`src/rtl/mem_stage_if.sv`:
```
// Data-memory bus between the MEM stage (master) and the data memory (slave).
// Handshake: data_req is held with stable address/controls until a cycle with
// data_gnt=1 accepts it; exactly one data_rvalid cycle later completes it.
// Loads and stores both return data_rvalid. At most one request is outstanding.
interface mem_stage_if;
  logic        data_req;
  logic        data_we;
  logic [3:0]  data_be;
  logic [31:0] data_addr;
  logic [31:0] data_wdata;
  logic        data_gnt;
  logic        data_rvalid;
  logic [31:0] data_rdata;

  modport master (
    output data_req, data_we, data_be, data_addr, data_wdata,
    input  data_gnt, data_rvalid, data_rdata
  );

  modport slave (
    input  data_req, data_we, data_be, data_addr, data_wdata,
    output data_gnt, data_rvalid, data_rdata
  );
endinterface

```
`src/rtl/mem_stage.sv`:
```
// Pipeline MEM stage: issues one load/store on the data bus, formats load data
// and registers the writeback bundle toward WB.
module mem_stage #(
  parameter int TAG_WIDTH       = 4,
  parameter int MISALIGN_EXC_EN = 1
) (
  input  logic                 clk,
  input  logic                 reset,
  input  logic                 lsu_en_mem,
  input  logic                 lsu_op_mem,
  input  logic [2:0]           lsu_dtype_mem,
  input  logic [31:0]          lsu_addr_mem,
  input  logic                 rd_wr_en_mem,
  input  logic [TAG_WIDTH-1:0] rd_wr_tag_mem,
  input  logic [4:0]           rd_wr_addr_mem,
  input  logic [31:0]          rd_wr_data_mem,
  input  logic [31:0]          pc_mem,
  input  logic                 exc_taken_mem,
  output logic                 ready_mem,
  mem_stage_if.master          data_if,
  output logic                 rd_wr_en_wb,
  output logic [TAG_WIDTH-1:0] rd_wr_tag_wb,
  output logic [4:0]           rd_wr_addr_wb,
  output logic [31:0]          rd_wr_data_wb,
  output logic [31:0]          pc_wb,
  output logic                 exc_taken_wb,
  output logic                 lsu_misalign_wb,
  output logic [1:0]           state_dbg
);

  typedef enum logic [1:0] {
    IDLE        = 2'd0,
    WAIT_GNT    = 2'd1,
    WAIT_RVALID = 2'd2
  } state_e;

  localparam logic EXC_EN = (MISALIGN_EXC_EN != 0);

  state_e state;
  state_e state_next;

  logic        is_byte;
  logic        is_half;
  logic        is_word;
  logic        is_unsigned;
  logic        mis_raw;
  logic        misaligned;
  logic [1:0]  eff_off;
  logic        access;
  logic        exc_all;
  logic        is_store;
  logic        is_load_ok;
  logic        req;
  logic        ready;
  logic [3:0]  be;
  logic [31:0] wdata;
  logic [31:0] lane_data;
  logic [31:0] load_res;

  // ---------------------------------------------------------------------------
  // Access decode
  // ---------------------------------------------------------------------------
  always_comb begin
    is_byte     = (lsu_dtype_mem[1:0] == 2'b00);
    is_half     = (lsu_dtype_mem[1:0] == 2'b01);
    is_word     = ~is_byte & ~is_half;
    is_unsigned = lsu_dtype_mem[2];
    mis_raw     = (is_half & lsu_addr_mem[0]) | (is_word & (|lsu_addr_mem[1:0]));
    misaligned  = lsu_en_mem & mis_raw & EXC_EN;
    // With the exception disabled a misaligned access still goes out, word-aligned.
    eff_off     = (mis_raw & ~EXC_EN) ? 2'b00 : lsu_addr_mem[1:0];
    exc_all     = exc_taken_mem | misaligned;
    access      = lsu_en_mem & ~exc_taken_mem & ~misaligned;
    is_store    = lsu_en_mem & lsu_op_mem;
    is_load_ok  = lsu_en_mem & ~lsu_op_mem & ~exc_all;
  end

  // ---------------------------------------------------------------------------
  // Byte enables and store data lane replication
  // ---------------------------------------------------------------------------
  always_comb begin
    be    = 4'b1111;
    wdata = rd_wr_data_mem;
    if (is_byte) begin
      be    = 4'b0001 << eff_off;
      wdata = {4{rd_wr_data_mem[7:0]}};
    end else if (is_half) begin
      be    = 4'b0011 << {eff_off[1], 1'b0};
      wdata = {2{rd_wr_data_mem[15:0]}};
    end
  end

  // ---------------------------------------------------------------------------
  // Load data alignment and extension
  // ---------------------------------------------------------------------------
  always_comb begin
    lane_data = data_if.data_rdata >> {eff_off, 3'b000};
    load_res  = lane_data;
    if (is_byte) begin
      load_res = {{24{~is_unsigned & lane_data[7]}}, lane_data[7:0]};
    end else if (is_half) begin
      load_res = {{16{~is_unsigned & lane_data[15]}}, lane_data[15:0]};
    end
  end

  // ---------------------------------------------------------------------------
  // Bus FSM
  // ---------------------------------------------------------------------------
  always_ff @(posedge clk or posedge reset) begin
    if (reset) begin
      state <= IDLE;
    end else begin
      state <= state_next;
    end
  end

  always_comb begin
    state_next = state;
    req        = 1'b0;
    ready      = 1'b0;
    case (state)
      IDLE, WAIT_GNT: begin
        // EX holds its outputs while ready_mem=0, so req can stay combinational.
        req   = access;
        ready = ~access;
        if (access) begin
          state_next = data_if.data_gnt ? WAIT_RVALID : WAIT_GNT;
        end else begin
          state_next = IDLE;
        end
      end
      WAIT_RVALID: begin
        if (data_if.data_rvalid) begin
          ready      = 1'b1;
          state_next = IDLE;
        end
      end
      default: begin
        state_next = IDLE;
      end
    endcase
  end

  assign ready_mem          = ready;
  assign state_dbg          = state;
  assign data_if.data_req   = req & ~reset;
  assign data_if.data_we    = req & lsu_op_mem & ~reset;
  assign data_if.data_be    = (req & ~reset) ? be : 4'b0000;
  assign data_if.data_addr  = {lsu_addr_mem[31:2], 2'b00};
  assign data_if.data_wdata = wdata;

  // ---------------------------------------------------------------------------
  // Writeback registers
  // ---------------------------------------------------------------------------
  always_ff @(posedge clk or posedge reset) begin
    if (reset) begin
      rd_wr_en_wb     <= 1'b0;
      rd_wr_tag_wb    <= '0;
      rd_wr_addr_wb   <= 5'd0;
      rd_wr_data_wb   <= 32'd0;
      pc_wb           <= 32'd0;
      exc_taken_wb    <= 1'b0;
      lsu_misalign_wb <= 1'b0;
    end else if (ready) begin
      rd_wr_en_wb     <= rd_wr_en_mem & ~is_store & ~exc_all;
      rd_wr_tag_wb    <= rd_wr_tag_mem;
      rd_wr_addr_wb   <= rd_wr_addr_mem;
      rd_wr_data_wb   <= is_load_ok ? load_res : rd_wr_data_mem;
      pc_wb           <= pc_mem;
      exc_taken_wb    <= exc_all;
      lsu_misalign_wb <= misaligned;
    end else begin
      // Stalled: WB sees a bubble, payload registers keep their last value.
      rd_wr_en_wb     <= 1'b0;
      exc_taken_wb    <= 1'b0;
      lsu_misalign_wb <= 1'b0;
    end
  end

endmodule
```
`src/flat_wrapper.sv`:
```
// flat-port wrapper written by rule: the top's interface ports become plain ports
module mem_stage_flat 
#(
  parameter int TAG_WIDTH       = 4,
  parameter int MISALIGN_EXC_EN = 1
)
  (clk, reset, lsu_en_mem, lsu_op_mem, lsu_dtype_mem, lsu_addr_mem, rd_wr_en_mem, rd_wr_tag_mem, rd_wr_addr_mem, rd_wr_data_mem, pc_mem, exc_taken_mem, ready_mem, rd_wr_en_wb, rd_wr_tag_wb, rd_wr_addr_wb, rd_wr_data_wb, pc_wb, exc_taken_wb, lsu_misalign_wb, state_dbg, data_if_data_req, data_if_data_we, data_if_data_be, data_if_data_addr, data_if_data_wdata, data_if_data_gnt, data_if_data_rvalid, data_if_data_rdata);
  mem_stage_if data_if_i ();
  input  logic clk;
  input  logic reset;
  input  logic lsu_en_mem;
  input  logic lsu_op_mem;
  input  logic [2:0] lsu_dtype_mem;
  input  logic [31:0] lsu_addr_mem;
  input  logic rd_wr_en_mem;
  input  logic [TAG_WIDTH-1:0] rd_wr_tag_mem;
  input  logic [4:0] rd_wr_addr_mem;
  input  logic [31:0] rd_wr_data_mem;
  input  logic [31:0] pc_mem;
  input  logic exc_taken_mem;
  output logic ready_mem;
  output logic rd_wr_en_wb;
  output logic [TAG_WIDTH-1:0] rd_wr_tag_wb;
  output logic [4:0] rd_wr_addr_wb;
  output logic [31:0] rd_wr_data_wb;
  output logic [31:0] pc_wb;
  output logic exc_taken_wb;
  output logic lsu_misalign_wb;
  output logic [1:0] state_dbg;
  output wire logic [$bits(data_if_i.data_req)-1:0] data_if_data_req;
  output wire logic [$bits(data_if_i.data_we)-1:0] data_if_data_we;
  output wire logic [$bits(data_if_i.data_be)-1:0] data_if_data_be;
  output wire logic [$bits(data_if_i.data_addr)-1:0] data_if_data_addr;
  output wire logic [$bits(data_if_i.data_wdata)-1:0] data_if_data_wdata;
  input wire logic [$bits(data_if_i.data_gnt)-1:0] data_if_data_gnt;
  input wire logic [$bits(data_if_i.data_rvalid)-1:0] data_if_data_rvalid;
  input wire logic [$bits(data_if_i.data_rdata)-1:0] data_if_data_rdata;
  assign data_if_data_req = data_if_i.data_req;
  assign data_if_data_we = data_if_i.data_we;
  assign data_if_data_be = data_if_i.data_be;
  assign data_if_data_addr = data_if_i.data_addr;
  assign data_if_data_wdata = data_if_i.data_wdata;
  assign data_if_i.data_gnt = data_if_data_gnt;
  assign data_if_i.data_rvalid = data_if_data_rvalid;
  assign data_if_i.data_rdata = data_if_data_rdata;
  mem_stage #(.TAG_WIDTH(TAG_WIDTH), .MISALIGN_EXC_EN(MISALIGN_EXC_EN)) u_core (.clk(clk), .reset(reset), .lsu_en_mem(lsu_en_mem), .lsu_op_mem(lsu_op_mem), .lsu_dtype_mem(lsu_dtype_mem), .lsu_addr_mem(lsu_addr_mem), .rd_wr_en_mem(rd_wr_en_mem), .rd_wr_tag_mem(rd_wr_tag_mem), .rd_wr_addr_mem(rd_wr_addr_mem), .rd_wr_data_mem(rd_wr_data_mem), .pc_mem(pc_mem), .exc_taken_mem(exc_taken_mem), .ready_mem(ready_mem), .data_if(data_if_i), .rd_wr_en_wb(rd_wr_en_wb), .rd_wr_tag_wb(rd_wr_tag_wb), .rd_wr_addr_wb(rd_wr_addr_wb), .rd_wr_data_wb(rd_wr_data_wb), .pc_wb(pc_wb), .exc_taken_wb(exc_taken_wb), .lsu_misalign_wb(lsu_misalign_wb), .state_dbg(state_dbg));
endmodule
```
`config.mk`:
```
export PLATFORM = sky130hd
export DESIGN_NAME = mem_stage_flat
export DESIGN_NICKNAME = d
export VERILOG_FILES = /design/src/rtl/mem_stage_if.sv /design/src/rtl/mem_stage.sv /design/src/flat_wrapper.sv
export SDC_FILE = /design/constraint.sdc
export NUM_CORES = 1
export LEC_CHECK = 0
export CAP_MARGIN = 0
export CORE_AREA = 2 2 116 118
export CTS_BUF_LIST = sky130_fd_sc_hd__clkbuf_4
export CTS_CLUSTER_SIZE = 25
export DETAILED_ROUTE_END_ITERATION = 7
export DIE_AREA = 0 0 118 120
export PLACE_DENSITY = 0.79
export SLEW_MARGIN = 15
export SYNTH_ARGS = -nofsm -noshare
export SYNTH_HDL_FRONTEND = slang
export SYNTH_SLANG_ARGS = --single-unit
export TNS_END_PERCENT = 10
```
`constraint.sdc`:
```
create_clock -name clk -period 3.9 [get_ports clk]
set_input_delay 0.975 -clock clk [delete_from_list [all_inputs] [get_ports clk]]
set_output_delay 0.975 -clock clk [all_outputs]
set_load 0.01 [all_outputs]
```
After elaboration in Yosys (flattened, before gate mapping)
Index checks and enable logic that the tools add are counted.

cells by class
  add/subtract/negate cells = 0
  $mul = 0
  divide/modulo/power cells = 0
  $lt $le $gt $ge = 0
  equality and inequality tests = 4
  shifts and indexed selects = 3
  multiplexer cells = 18
  bitwise operators = 28
  reduce and logical (&&, ||, !) cells = 4

operators with widths
  kind                 number
  $mux 32              5
  $shr 32x5->32        1
  $and 1x1->1          16
  $mux 4               3
  $not 1->1            10
  $mux 2               3
  $mux 1               5
  $eq 2x1->1 const B   2
  $logic_not 2->1      2
  $pmux 2 s2           1
  $reduce_or 2->1      2
  $shl 1x2->4 const A  1
  $shl 2x2->4 const A  1
  $eq 2x2->1 const B   1
  $ne 2x2->1 const B   1
  $or 1x1->1           2
  $pmux 1 s2           1

storage, ports and cells
  register bits after elaboration = 78
  latch bits = 0
  RAM bits = 0
  bits in read-only memories = 0
  memories kept = 0

Longest topological paths before layout
  depth in word-level cells = 11
  mapped depth = 8
  depth with buffers taken out = 6

Worst setup path before layout
Ideal clock, no wire load.

  kind = input port to output port
  start point = input port lsu_addr_mem[1]
  end point = output port data_if_data_be[1]
  arrival = 2079 ps
  data required time = 2925 ps
  path slack = 846 ps
  stages on the path = 6
  cells stage by stage = buf_2 -> a21oi_2 -> o21ai_2 -> or3_1 -> clkbuf_1 -> a21oi_1

on the way
  word-level cells in the longest chain between the ends = 9

ends and longest elaborated chain
  what                line                text
  start: declaration  flat_wrapper.sv:14  input logic [31:0] lsu_addr_mem;
  $reduce_or 2->1     mem_stage.sv:68     mis_raw = (is_half & lsu_addr_mem[0]) | (is_word & (|lsu_addr_mem[1:0]));
  $and 1x1->1         mem_stage.sv:68
  $or 1x1->1          mem_stage.sv:68
  $and 1x1->1         mem_stage.sv:69     misaligned = lsu_en_mem & mis_raw & EXC_EN;
  $not 1->1           mem_stage.sv:73     access = lsu_en_mem & ~exc_taken_mem & ~misaligned;
  $and 1x1->1         mem_stage.sv:73
  $mux 1              mem_stage.sv:121    case (state)
  $and 1x1->1         mem_stage.sv:148    assign data_if.data_be = (req & ~reset) ? be : 4'b0000;
  $mux 4 *            mem_stage.sv:148
  end: declaration    flat_wrapper.sv:32  output wire logic [$bits(data_if_i.data_be)-1:0] data_if_data_be;

Every way passes the cells marked *; elsewhere a longest branch is shown, timed or not.

Final worst setup path
  start point = input port lsu_addr_mem[1]
  end point = output port data_if_data_be[3]

Same word-level chain as after synthesis.

==> impl_metrics.yaml <==
outcome:
  outcome: "finished, final reports clean"
timing:
  fmax_mhz: 260.5
  setup_ws_ns: 0.06092
  hold_violations: 0
  fin_crit_sh_pct: 98.44
  hold_slack_ns: 0.4839
  tightest_slew_ns: 1.074
  maxSlewViolCount: 0
  skew_ns: 0.01626
  setup_viol: 0
  max_slew_margin_pct: 28.43
  fin_crit_ns: 3.839
yosys:
  synth_cells: 536
  synth.largest_area_cell: "dfrtp_1"
  yosysMostFrequentCell: "nand2_1"
  yosysTopAreaCellShare_pct: 43.18
  synth_edf_count: 0
  netlist_area_um2: 4521
  syn_area_per_cell_um2: 8.434
  yosysSeqAreaShare_pct: 43.18
  synth_cell_types: 35
  synth_warnings: 0
  synth_area_leaders: "dfrtp_1, nand2_1, buf_4, mux2i_1, mux2_2"
  async_flop_share_pct: 100.0
  synth_flop_cell: "dfrtp_1"
  synth_seq_cells: 78
  synthTopCellsByCount: "nand2_1, dfrtp_1, buf_4, nor2_1, mux2i_1"
floorplan:
  dieHeight_um: 120
  top_level_ports: 297
  fp-row-count: 42
  fp.coreArea_um2: 12980
  die_w_um: 118
  die_area_um2: 14160
  start_util_pct: 34.83
power_and_ir_drop:
  pwr-share-comb_pct: 34.4
  p_switching_w: 0.0006631
  clock_power_share_pct: 21.6
  power.density_nw_per_um2: 313.9
  cellLeakagePower_nw: 3.028
  swShare_pct: 30.76
  pwr-share-seq_pct: 44.1
  ir_drop_mv: 0.1379
  intPower_w: 0.001493
clock_network:
  numCtsBuffers: 9
  cts_tree: "done"
  cts_hold_buf: 0
  clock_latency_ns: 0.44
  clk_pin_slew_ns: 0.11
  cts_buffer_depth: 2
  cts_max_level: 3
  root_buffer: "clkbuf_4"
  clock-sinks: 78
run:
  maxCapViolations: 0
global_route:
  grt_usage_pct: 21.61
  grt.overflow.total: 0
  grt_pass1_wl_um: 23590
  grt_pass1_vias: 4282
  antenna_found_initial: 0
  grt_max_degree: 107
placed_design:
  place.gp.congestion: 0.8761
  dpl_cell_area_um2: 6724
  pre_cts_slack_ns: 0.008900
  portBuffers: 234
  hpwl_um: 11790
route:
  wire_per_inst_um: 17.05
  wl_um: 15350
  via_per_inst: 4.853
  vias: 4368
  ant_nets: 0
  dr.pass1.iters: 6
  drc: 0
  drt-initial-drc-count: 257
layout:
  multi_input_comb_area_um2: 2064
  diodes: 0
  fill_cells: 1243
  fin_area_um2: 6867
  areaGrowthSynthToFinish_pct: 51.90
  regArea_um2: 1952
  nNetsFinal: 868
  fin_util_pct: 52.90
  drive_gt1_share_pct: 7.597
critical_path:
  critical_path_arrival_ns: 2.86
  critical_path_class: "in -> out"
  worst-r2r-setup-slack_ns: 1.68
  crit_chain: "clkdlybuf4s50_1 -> a21oi_2 -> o21ai_2 -> or3_4 -> a21oi_1 -> clkdlybuf4s50_1"
  critical_path.top_delay_family: "buffers and inverters"
  r2r_end: "u_core.rd_wr_data_wb[11]$_DFFE_PP0P_"
  reg2reg_depth: 5
  worst-path-buf-inv: 2
  crit_slowest_cell: "clkdlybuf4s50_1"
  r2r_start: "u_core.state_dbg[1]$_DFFE_PP0P_"
  crit_top_cell: "clkdlybuf4s50_1"
  crit_path_start_kind: "primary input"
  cpPeakStageDelay_ns: 0.55
  required_ns: 2.92
  cp-end-kind: "output port"
  cp_max_fo: 6
worst_hold_path:
  min_from: "u_core.pc_wb[23]$_DFFE_PP0P_"
  min_to: "u_core.pc_wb[23]$_DFFE_PP0P_"
  hold_depth: 2
  holdCritPathClass: "reg -> reg"
[cell type report]
type | instances | share of cell area [%]
Clock inverter | 6 | 0.7835
Inverter | 8 | 0.4555
Sequential cell | 78 | 28.43
Timing Repair Buffer | 248 | 36.08
Multi-Input combinational cell | 375 | 30.07
Tap cell | 176 | 3.207
Clock buffer | 9 | 0.9840
[power by group through the flow]
| stage | combinational [W] | clock [W] | sequential (W) |
|---|---|---|---|
| floorplan | 0.000288 | 0 | 0.00101 |
| global placement | 0.000739 | 0 | 0.000963 |
| detailed placement | 0.000746 | 0 | 0.000966 |
| CTS | 0.000748 | 0.000482 | 0.000951 |
| global route | 0.000799 | 0.000514 | 0.000962 |
| finish | 0.000741 | 0.000465 | 0.000950 |
[per-stage QoR]
step / total power [W] / cells / TNS [ns]
floorplan: 0.001296 / 537 / 0
global placement: 0.001702 / 884 / 0
detailed placement: 0.001712 / 884 / 0
CTS: 0.002180 / 899 / 0
global route: 0.002275 / 900 / -0.008192
finish: 0.002156 / 900 / 0
[cells in the final DEF, fill, tap and decap left out, types with 8 or more instances in the layout]
master	instances
buf_4	12
a22o_1	8
a21oi_1	26
mux2_2	16
nor2b_1	9
o21ai_1	8
o21ai_0	29
nor2_1	47
clkbuf_4	9
o22ai_1	8
mux2i_1	31
nand2_1	159
dfrtp_1	78
clkdlybuf4s50_1	232
[worst max-delay path by stage]
| stage | slack (ns) | endpoint | cells past startpoint | from |
|---|---|---|---|---|
| after CTS | 0.003 | data_if_data_be[1] | 6 | lsu_addr_mem[1] |
| final | 0.06 | data_if_data_be[3] | 6 | lsu_addr_mem[1] |
| after floorplan | 0.85 | data_if_data_be[1] | 6 | lsu_addr_mem[1] |
| after global placement | 0.02 | data_if_data_be[3] | 6 | lsu_addr_mem[1] |
| after global routing | -0.008 | data_if_data_be[3] | 6 | lsu_addr_mem[1] |
| after detailed placement | 0.009 | data_if_data_be[1] | 6 | lsu_addr_mem[1] |
[sequential cells by signal, indices dropped and copies added (netlist names)]
name,count
u_core.rd_wr_addr_wb,5
u_core.rd_wr_data_wb,32
u_core.rd_wr_en_wb,1
u_core.exc_taken_wb,1
u_core.pc_wb,32
u_core.lsu_misalign_wb,1
u_core.state_dbg,2
u_core.rd_wr_tag_wb,4
[cells by family (layout without fill, tap and decap cells)]
kind of cell	after synthesis	after routing	synth area share, %
AO/OA/AOI/OAI	101	101	13.98
multiplexers	49	49	11.57
AND/OR/NAND/NOR	223	223	19.54
buffers and inverters	84	271	11.65
flip-flops	78	78	43.18
other	1	2	0.08295
[per-layer routing]
metal	wire (µm)	GRT usage [%]	part of all wire (%)
met3	1288	7.082	8.4
met2	7238	35.28	47
met1	6320	26.00	41
met4	500	9.789	3.3
met5	0	0	0
[worst reg2reg max path, delay by kind of cell, from the launching register on]
kind,cells,cell delay (ns)
AND/OR/NAND/NOR,1,0.22
flip-flops,1,0.52
buffers and inverters,1,0.78
AO/OA/AOI/OAI,3,0.60
[repair_timing]
action                                 in CTS  in global routing
setup endpoints to repair                   0                  6
endpoints found under the hold margin       0                  0
resized for setup                           0                  4
setup buffers                               0                  1
Power figures use the tool's default switching activity.
